--- src/rtl/mem_responder.sv ---
// rtl/mem_responder.sv - strobe-driven memory responder with read wait states, sticky error and saturating statistics
// Services one access per strobe assertion; HOLD waits for both strobes low before re-arming.
module mem_responder #(
  parameter int          AWIDTH  = 5,
  parameter int          DWIDTH  = 8,
  parameter int          RD_WAIT = 0,
  parameter logic [15:0] CNT_SAT = 16'hFFFF
) (
  input  logic              clk,
  input  logic              rst_,
  input  logic [AWIDTH-1:0] addr,
  input  logic [DWIDTH-1:0] data_in,
  input  logic              mem_rd,
  input  logic              mem_wr,
  output logic [DWIDTH-1:0] data_out,
  output logic              rd_valid,
  output logic              wr_done,
  output logic              err,
  output logic [15:0]       rd_count,
  output logic [15:0]       wr_count
);

  localparam int DEPTH = 2**AWIDTH;

  localparam logic [1:0] IDLE = 2'd0;
  localparam logic [1:0] READ = 2'd1;
  localparam logic [1:0] HOLD = 2'd2;

  logic [1:0]        state;
  logic [3:0]        wait_cnt;
  logic [AWIDTH-1:0] rd_addr;
  logic [DWIDTH-1:0] mem [DEPTH];
  logic              both;
  logic              wr_go;

  assign both  = mem_rd & mem_wr;
  assign wr_go = rst_ & (state == IDLE) & mem_wr & ~mem_rd;

  // The array is deliberately left out of reset so contents survive rst_.
  always_ff @(posedge clk) begin
    if (wr_go) mem[addr] <= data_in;
  end

  always_ff @(posedge clk or negedge rst_) begin
    if (!rst_) begin
      state    <= IDLE;
      wait_cnt <= 4'd0;
      rd_addr  <= '0;
      data_out <= '0;
      rd_valid <= 1'b0;
      wr_done  <= 1'b0;
      err      <= 1'b0;
      rd_count <= 16'd0;
      wr_count <= 16'd0;
    end else begin
      rd_valid <= 1'b0;
      wr_done  <= 1'b0;
      if (both) err <= 1'b1;
      case (state)
        IDLE: begin
          if (mem_rd && !mem_wr) begin
            rd_addr  <= addr;
            wait_cnt <= 4'(RD_WAIT);
            state    <= READ;
          end else if (mem_wr && !mem_rd) begin
            wr_done <= 1'b1;
            if (wr_count != CNT_SAT) wr_count <= wr_count + 16'd1;
            state   <= HOLD;
          end else if (both) begin
            state <= HOLD;
          end
        end
        READ: begin
          // A write strobe here is a violation; the pending read still completes.
          if (mem_wr) err <= 1'b1;
          if (wait_cnt != 4'd0) begin
            wait_cnt <= wait_cnt - 4'd1;
          end else begin
            data_out <= mem[rd_addr];
            rd_valid <= 1'b1;
            if (rd_count != CNT_SAT) rd_count <= rd_count + 16'd1;
            state    <= HOLD;
          end
        end
        HOLD: begin
          if (!mem_rd && !mem_wr) state <= IDLE;
        end
        default: state <= IDLE;
      endcase
    end
  end

endmodule
--- config.mk ---
export PLATFORM = sky130hd
export DESIGN_NAME = mem_responder
export DESIGN_NICKNAME = d
export VERILOG_FILES = /design/src/rtl/mem_responder.sv
export SDC_FILE = /design/constraint.sdc
export NUM_CORES = 1
export LEC_CHECK = 0
export ABC_AREA = 0
export CORE_ASPECT_RATIO = 0.7
export CORE_MARGIN = 4
export CORE_UTILIZATION = 60
export CTS_CLUSTER_SIZE = 40
export DETAILED_ROUTE_END_ITERATION = 10
export GPL_TIMING_DRIVEN = 0
export HOLD_SLACK_MARGIN = 0.02
export PLACE_DENSITY_LB_ADDON = 0.2
export SLEW_MARGIN = 0
export SYNTH_ARGS = -nofsm -noshare
export SYNTH_HDL_FRONTEND = slang
export SYNTH_SLANG_ARGS = --single-unit
--- constraint.sdc ---
create_clock -name clk -period 2.8 [get_ports clk]
set_input_delay 0.7 -clock clk [delete_from_list [all_inputs] [get_ports clk]]
set_output_delay 0.7 -clock clk [all_outputs]
set_load 0.05 [all_outputs]
* Word-level counts from Yosys, hierarchy flattened
Memory sizes are Yosys's and may differ from the RTL's. A register that Yosys moved wholly into a read port is not among the register bits.
Cells that the tools add are included.
** Cells by class
- Bitwise logic cells :: 7
- Muxes and demuxes :: 19
- Add/subtract/negate cells :: 3
- Eq/ne operators :: 9
- Reductions and logical operators :: 15
** Operators by type and width (number)
- $add 16x1->16 const B :: 2
- $ne 16x16->1 const B :: 2
- $mux 1 :: 10
- $mux 2 :: 5
- $reduce_and 3->1 :: 3
- $mux 4 :: 2
- $pmux 4 s2 :: 1
- $ne 2x2->1 const B :: 3
- $pmux 2 s3 :: 1
- $and 1x1->1 :: 4
- $ne 4x2->1 const B :: 1
- $reduce_and 2->1 :: 2
- $reduce_and 4->1 :: 1
- $reduce_bool 4->1 :: 1
- $sub 4x1->4 const B :: 1
- $logic_and 1x1->1 :: 3
- $logic_not 1->1 :: 3
- $not 1->1 :: 3
- $eq 2x1->1 const B :: 1
- $eq 2x2->1 const B :: 1
- $logic_not 2->1 :: 1
- $ne 2x1->1 const B :: 1
- $reduce_bool 2->1 :: 1
** Word-level totals
- Bits in writable memories :: 256
- Flip-flop bits (word level) :: 46
- Logic and storage cells :: 62
- Input port bits :: 17
- Memories kept :: 1
- Output and inout port bits :: 43
** Memory list
- mem :: depth 32, width 8, rd ports 1, clocked after Yosys merged registers in 1, write ports 1, line 32 : logic [DWIDTH-1:0] mem [DEPTH];

* Longest topological paths before layout
Gate-level depths: netlist (run 1).
- Word-level depth :: 6
- Depth in mapped cells :: 8
- Mapped depth without buffers :: 7

* Worst setup path after synthesis (run 1)
Ideal clock, no wire load.
- Path type :: input-to-reg
- Start :: in mem_wr
- End :: mem mem[0][0] (enable)
- Setup time :: 370 ps
- Stages :: 5
- Data required time :: 2430 ps
- Path buffers :: 1
- Slack :: 338 ps
- Data arrival time :: 2091 ps
- Cells stage by stage :: nand2b_1 or4b_4 or3_1 buf_2 nor2_1
** Between the ends
- Cells in the longest elaborated chain, start to end :: 4
** RTL lines
- start: declaration :: line 14 : input logic mem_wr,
- $and 1x1->1 (2 in a row) :: line 37 : assign wr_go = rst_ & (state == IDLE) & mem_wr & ~mem_rd;
- $mux 1 :: line 41 : if (wr_go) mem[addr] <= data_in;
- $mux 1 (not written as such) :: line 41
- end: declaration :: line 32
Every way passes these cells.

* Final worst setup path (run 1)
- Start :: in mem_wr
- End :: mem mem[1][7] (enable)
The elaborated chain is that of the path after synthesis.

==> flow_metrics.py, run 1 <==
metrics = {
    "synthesis": {
        "post-synth-top-area-fraction_pct": 60.4,
        "number_of_standard_cells_after_synthesis": 782,
        "synth-edff-count": 256,
        "count_of_different_cell_masters_after_synthesis": 52,
        "syn-num-nets": 807,
        "synth.cell_area_mm2": 0.0127,
        "async_flop_share_pct": 17.4,
        "synth-warning-count": 0,
        "synth_seq_area_share_pct": 71.1,
        "synth_top_area_cell": "edfxtp_1",
        "synth_top_cells_by_area": "edfxtp_1 60%, dfrtp_1 11%, mux2i_1 10%",
        "ys.flop_type": "edfxtp_1",
        "syn_area_per_cell_um2": 16.3,
        "synth_seq_cells": 310,
    },
    "routing": {
        "drc_errors": 0,
        "drt_pre_antenna_iters": 5,
        "detailedRoute.firstIterationViolations": 868,
        "dr_total_vias": 7356,
        "antenna_violating_nets_post_route": 0,
        "avgRoutedWirePerCell_um": 24.5,
        "detail_route.wirelength_um": 28600,
        "vias_per_cell": 6.29,
    },
    "critical_path": {
        "path_delay_family": "simple AND/OR/NAND/NOR gates",
        "crit_arrival_ns": 3.03,
        "criticalPathCategory": "input port to flip-flop",
        "crit_path_max_incr_delay_ns": 0.68,
        "timing.critical_path.from_type": "input port",
        "critPathSlowestCell": "nor2_1",
        "cpMostUsedCell": "nor2_1",
        "buf_inv_on_cp": 1,
        "crit_path_cell_trace": "clkdlybuf4s50_1, nand2b_1, or4b_4, nor2_1, nand2_1, nor2_1",
        "crit_path_max_fanout": 8,
        "worstPathRequired_ns": 2.96,
        "timing.reg2reg.setup_slack_ns": 0.09,
        "timing.critical_path.to_type": "flip-flop",
    },
    "power_and_ir_drop": {
        "p_total_mw": 14.0,
        "vdd_drop_max_mv": 0.797,
        "p_per_area_mw_per_mm2": 940,
        "cellLeakagePower_nw": 5.35,
    },
    "clock_tree": {
        "maximum_number_of_buffers_from_clock_root_to_sink": 3,
        "clk-insertion-delay-late_ns": 0.54,
        "cts_hold_buf": 0,
        "post_cts_buffers": 0,
        "clkSinkCount": 310,
        "ctsRootBufferMaster": "clkbuf_16",
        "cts_tree": "yes",
        "clk_transition_reported_paths_ns": 0.07,
        "cts_htree_levels": 1,
        "cts_resized": 14,
        "tritoncts.num_buffers": 28,
    },
    "timing": {
        "finalSetupViolCount": 24,
        "final_worst_setup_slack_ns": -0.0640,
        "final_clock_period_utilization_by_the_worst_path_pct": 102,
        "worst_slew_margin_rel_pct": 10.6,
        "hold_viol_final": 0,
        "finalWorstPathRequiredPeriod_ns": 2.86,
        "achievable-frequency_mhz": 349,
        "setup_repair_after_global_routing_missed_its_margin": "true",
        "holdWs_ns": 0.0753,
        "finalClockSkew_ns": 0.0156,
        "timing_worst_slew_pin_value_ns": 1.34,
        "max_slew_violation_total_from_the_final_report": 0,
    },
    "grt": {
        "track_usage_pct": 24.0,
        "first_global_vias": 7065,
        "grt_max_degree": 42,
        "grt_antenna_before_repair": 0,
        "grt_pass1_wl_um": 42500,
        "grt-ovfl-total": 0,
    },
    "worst_hold_path": {
        "worstHoldPathType": "input port to asynchronous set/reset pin",
    },
    "layout": {
        "areaGrowthSynthToFinish_pct": 17.0,
        "layout-drive-gt1-share_pct": 15.1,
        "layout.cells.non_filler": 1170,
        "mostFrequentLayoutCells": "256 x edfxtp_1, 128 x mux2i_1, 54 x dfrtp_1, 54 x clkdlybuf4s50_1, 32 x a22oi_1",
        "final-seq-area_mm2": 0.00904,
        "multi_input_comb_area_mm2": 0.00351,
        "layout.cells.most_common": "edfxtp_1",
        "post-route-util_pct": 71.5,
        "fill_cells": 1257,
        "finalNetCount": 897,
        "final_antenna_diode_count": 0,
    },
    "placement": {
        "gp_congestion": 0.909,
        "hpwl_um": 19100,
        "io_buffer_count": 59,
        "placed_cells_incl_taps": 1118,
    },
    "run": {
        "max_cap_violations": 0,
    },
    "floorplan": {
        "fp.dieH_um": 130,
        "boundaryPins": 60,
        "fp.dieW_um": 182,
        "die_area_mm2": 0.0236,
        "core_area_mm2": 0.0208,
        "effective_utilization_at_floorplan_pct": 61.1,
        "floorplan.rows": 44,
    },
    "outcome": {
        "status": "finished, violations left",
        "violations": "negative setup slack",
    },
}
[layout make-up]
type / count / area share, %
clock inverters: 23 / 2.53
multi-input cells: 429 / 23.6
clock buffers: 29 / 4.87
repair buffers: 60 / 3.93
inverters: 9 / 0.227
plain buffers: 34 / 1.84
flip-flops and latches: 310 / 60.7
well taps: 276 / 2.32
[flip-flops by register name, indices dropped and copies added, names as in the netlist]
register	flops
rd_addr	5
wr_count	16
state	2
wait_cnt	4
data_out	8
err	1
wr_done	1
rd_count	16
mem	256
rd_valid	1
[report_power, final]
group          switching [mW]  internal [mW]  leakage, nW
Combinational            2.59           1.61         1.81
Clock                    1.66           2.81        0.532
Sequential              0.161           5.16         3.01
[cells by family (layout without fill, tap and decap cells)]
| kind of cell | count (synthesis) | in the layout | synth area share, % |
|---|---|---|---|
| buffers and inverters | 43 | 155 | 2.41 |
| muxes | 135 | 135 | 10.7 |
| xor gates and xnor gates | 27 | 27 | 1.86 |
| adders and majority gates | 8 | 8 | 0.787 |
| AOI/OAI and AO/OA | 117 | 117 | 7.54 |
| and+or+nand+nor | 142 | 142 | 5.65 |
| DFF | 310 | 310 | 71.1 |
[layer usage]
layer	GRT usage [%]	wire, µm
met1	37.2	12700
met2	36.2	12800
met3	4.49	2600
met4	5.16	550
met5	0	0
[metrics by stage]
| stage | setup TNS [ns] | setup WS (ns) | area, µm² |
|---|---|---|---|
| 2_1_floorplan | 0 | 0.338 | 12700 |
| 3_3_place_gp | -580.67 | -2.33 | 13700 |
| 3_5_place_dp | -139.46 | -0.728 | 13700 |
| 4_1_cts | -1.35 | -0.0616 | 14800 |
| 5_1_grt | -3.64 | -0.152 | 14900 |
| 6_report | -1.11 | -0.0640 | 14900 |
[cell usage after synthesis, types with 3 or more instances]
library cell  number
o21ai_0            4
nand2_1           29
inv_1              9
nand4_1           10
and2_1             5
clkbuf_1          12
edfxtp_1         256
mux2_2             7
buf_12             4
a22oi_1           32
mux2i_1          128
buf_2              4
xor2_1             7
ha_1               8
nor2_1            52
o41ai_2            7
a22o_1            16
a21oi_1           21
a221oi_1           9
and3_1             5
nand3_1           14
dfrtp_1           54
buf_4              6
o22ai_1            9
xnor2_1           20
nand2b_1           6
buf_6              4
and4_1             4
a221oi_2           7
nand3b_1           3
[final timing paths]
kind / startpoint / to / depth (start not counted)
min reg2reg: data_out[7] / data_out[7] / 2
max in group asynchronous: rst_ / wr_count[7] / 2
max: mem_wr / mem[1][7] / 6
max reg2reg: rd_addr[1] / data_out[7] / 6
min: rst_ / rd_count[14] / 1
min in group clk: data_out[7] / data_out[7] / 2
(Power assumes the default switching activity.)
==> run 2: changes to the inputs <==
--- a/config.mk
+++ b/config.mk
@@ -13,7 +13,7 @@
 export DETAILED_ROUTE_END_ITERATION = 10
 export GPL_TIMING_DRIVEN = 0
 export HOLD_SLACK_MARGIN = 0.02
-export PLACE_DENSITY_LB_ADDON = 0.2
+export PLACE_DENSITY = 0.9
 export SLEW_MARGIN = 0
 export SYNTH_ARGS = -nofsm -noshare
 export SYNTH_HDL_FRONTEND = slang
==> run 2 against run 1 <==
Net effect:
- sequential share of layout area increased by 0.19 points
- fmax rose by 0.88%
- clock power fell by 8.9%
- the flow still finishes with violations (negative setup slack)
- power is 2.6% lower
- critical path depth unchanged
- highest routed layer unchanged
- utilization shrank 0.23 points
- via count up 1.7%
==> flow_metrics.py, run 2 (synthesis results as in run 1) <==
metrics = {
    "placement": {
        "postPlaceCellArea_mm2": 0.0137,
        "hpwl_um": 19100,
        "io_buffer_count": 59,
        "gp_congestion": 0.887,
        "worst_setup_slack_after_placement_ns": -0.856,
        "placed_cells_incl_taps": 1118,
    },
    "routing": {
        "detail_route.wirelength_um": 29500,
        "vias_per_cell": 6.40,
        "drt_pre_antenna_iters": 6,
        "detailedRoute.firstIterationViolations": 1000,
        "dr_total_vias": 7482,
        "drc_errors": 0,
        "antenna_violating_nets_post_route": 0,
        "avgRoutedWirePerCell_um": 25.2,
    },
    "clock_tree": {
        "cts_htree_levels": 1,
        "tritoncts.num_buffers": 28,
        "clk_transition_reported_paths_ns": 0.07,
        "post_cts_buffers": 0,
        "cts_tree": "yes",
        "maximum_number_of_buffers_from_clock_root_to_sink": 3,
        "clk-insertion-delay-late_ns": 0.55,
        "ctsRootBufferMaster": "clkbuf_16",
        "clkSinkCount": 310,
    },
    "layout": {
        "areaGrowthSynthToFinish_pct": 16.7,
        "layout.cells.non_filler": 1169,
        "reg.largest.list": "mem: 256 flops, rd_count: 16 flops, wr_count: 16 flops",
        "max_ffs_per_register": 256,
        "finalInstanceArea_mm2": 0.0148,
        "final_antenna_diode_count": 0,
        "finalNetCount": 896,
        "mostFrequentLayoutCells": "256 x edfxtp_1, 128 x mux2i_1, 56 x clkdlybuf4s50_1",
        "largest_register": "mem",
        "layout-drive-gt1-share_pct": 15.3,
        "layout.cells.most_common": "edfxtp_1",
    },
    "timing": {
        "finalClockSkew_ns": 0.0119,
        "timing_worst_slew_pin_value_ns": 1.46,
        "max_slew_violation_total_from_the_final_report": 0,
        "setup_repair_after_global_routing_missed_its_margin": "true",
        "finalSetupViolCount": 9,
        "achievable-frequency_mhz": 352,
        "worst_slew_margin_rel_pct": 2.31,
        "final_clock_period_utilization_by_the_worst_path_pct": 101,
        "final_worst_setup_slack_ns": -0.0389,
        "hold_viol_final": 0,
        "fin_setup_tns_ns": -0.289,
        "finalWorstPathRequiredPeriod_ns": 2.84,
    },
    "grt": {
        "grt_antenna_before_repair": 0,
        "grt_pass1_wl_um": 44400,
        "first_global_vias": 7430,
        "grt_max_degree": 33,
        "grt-ovfl-total": 0,
        "track_usage_pct": 24.9,
    },
    "floorplan": {
        "effective_utilization_at_floorplan_pct": 61.1,
        "core_area_mm2": 0.0208,
        "floorplan.rows": 44,
        "boundaryPins": 60,
        "fp.dieW_um": 182,
        "fp.dieH_um": 130,
        "die_area_mm2": 0.0236,
    },
    "power_and_ir_drop": {
        "pwr-share-comb_pct": 31.0,
        "net-switching-power_mw": 4.49,
        "p_total_mw": 13.6,
        "cellLeakagePower_nw": 5.31,
        "p_int_mw": 9.14,
        "pwr-share-clk_pct": 29.9,
        "p_sw_share_pct": 32.9,
        "power_frac_seq_pct": 39.2,
        "p_per_area_mw_per_mm2": 919,
        "vdd_drop_max_mv": 0.571,
    },
    "critical_path": {
        "timing.critical_path.from_type": "input port",
        "timing.reg2reg.setup_slack_ns": 0.15,
        "criticalPathCategory": "input port to flip-flop",
        "crit-reg2reg-launch": "state[1]",
        "r2r.worst_path.cells": 5,
        "worstPathRequired_ns": 2.98,
        "timing.critical_path.to_type": "flip-flop",
        "crit_arrival_ns": 3.02,
        "crit_path_max_fanout": 8,
        "rr_endpoint": "mem[28][3]",
    },
    "run": {
        "max_cap_violations": 0,
    },
    "worst_hold_path": {
        "worstHoldPathType": "input port to asynchronous set/reset pin",
    },
    "outcome": {
        "status": "finished, violations left",
        "violations": "negative setup slack",
    },
}
-- run 2: cell count changes in the layout (fill, tap and decap cells not counted), sizes merged --
cell,change
inv,-1
bufinv,-5
clkinvlp,-1
clkinv,+3
clkdlybuf4s50,+2
buf,-3
clkbuf,+4
-- run 2: area by class of cell --
class | count | area (µm²)
flip-flops and latches | 310 | 9040
fillers | 1199 | 5970
multi-input cells | 429 | 3560
clock buffers | 33 | 739
repair buffers | 60 | 598
well taps | 276 | 345
plain buffers | 33 | 272
clock inverters | 19 | 250
inverters | 9 | 33.8
-- run 2: timing repair --
item                                    in CTS  in global routing
endpoints found under the setup margin     257                163
gates resized for setup                     44                 14
hold buffers                                 0                  0
pin swaps                                    0                  0
-- run 2: worst max-delay path by stage --
| stage | from | to | slack (ns) | depth (start not counted) |
|---|---|---|---|---|
| 3_3_place_gp | rst_ | mem[28][4] | -2.40 | 5 |
| 2_1_floorplan | mem_wr | mem[0][0] | 0.34 | 5 |
| 6_report | mem_wr | mem[28][3] | -0.04 | 6 |
| 5_1_grt | mem_wr | mem[29][3] | -0.09 | 6 |
| 3_5_place_dp | rst_ | mem[28][7] | -0.86 | 6 |
| 4_1_cts | mem_wr | mem[10][0] | -0.02 | 6 |
-- run 2: worst max-delay path, stage by stage --
cell and delay [ns]:
clkdlybuf4s50_1 0.57, nand2b_1 0.12, or4b_4 0.54, or3_1 0.32, buf_2 0.26, nor2_2 0.49
-- run 2: layer usage --
layer	wire, µm	share of wire [%]	global-route usage [%]	vias to the layer above
met5	0	0	0	-
met4	844	2.9	7.63	0
met1	11800	40	36.2	3744
met3	3270	11	6.27	65
met2	13500	46	38.0	438
li1	-	-	-	3235
-- run 2: power by group through the flow --
stage | sequential, mW | clock (mW) | combinational [mW]
final | 5.34 | 4.07 | 4.22
after global routing | 5.36 | 4.27 | 4.39
after CTS | 5.33 | 4.06 | 4.16
after detailed placement | 5.43 | 0 | 4.09
after global placement | 5.41 | 0 | 3.96
after floorplan | 5.75 | 0 | 2.46
-- run 2: metrics by stage --
stage	hold WS (ns)	utilization (%)
floorplan	0.404	-
global placement	0.462	65.6
detailed placement	0.471	65.7
CTS	0.0808	71.1
global route	0.0930	71.3
finish	0.0769	71.3
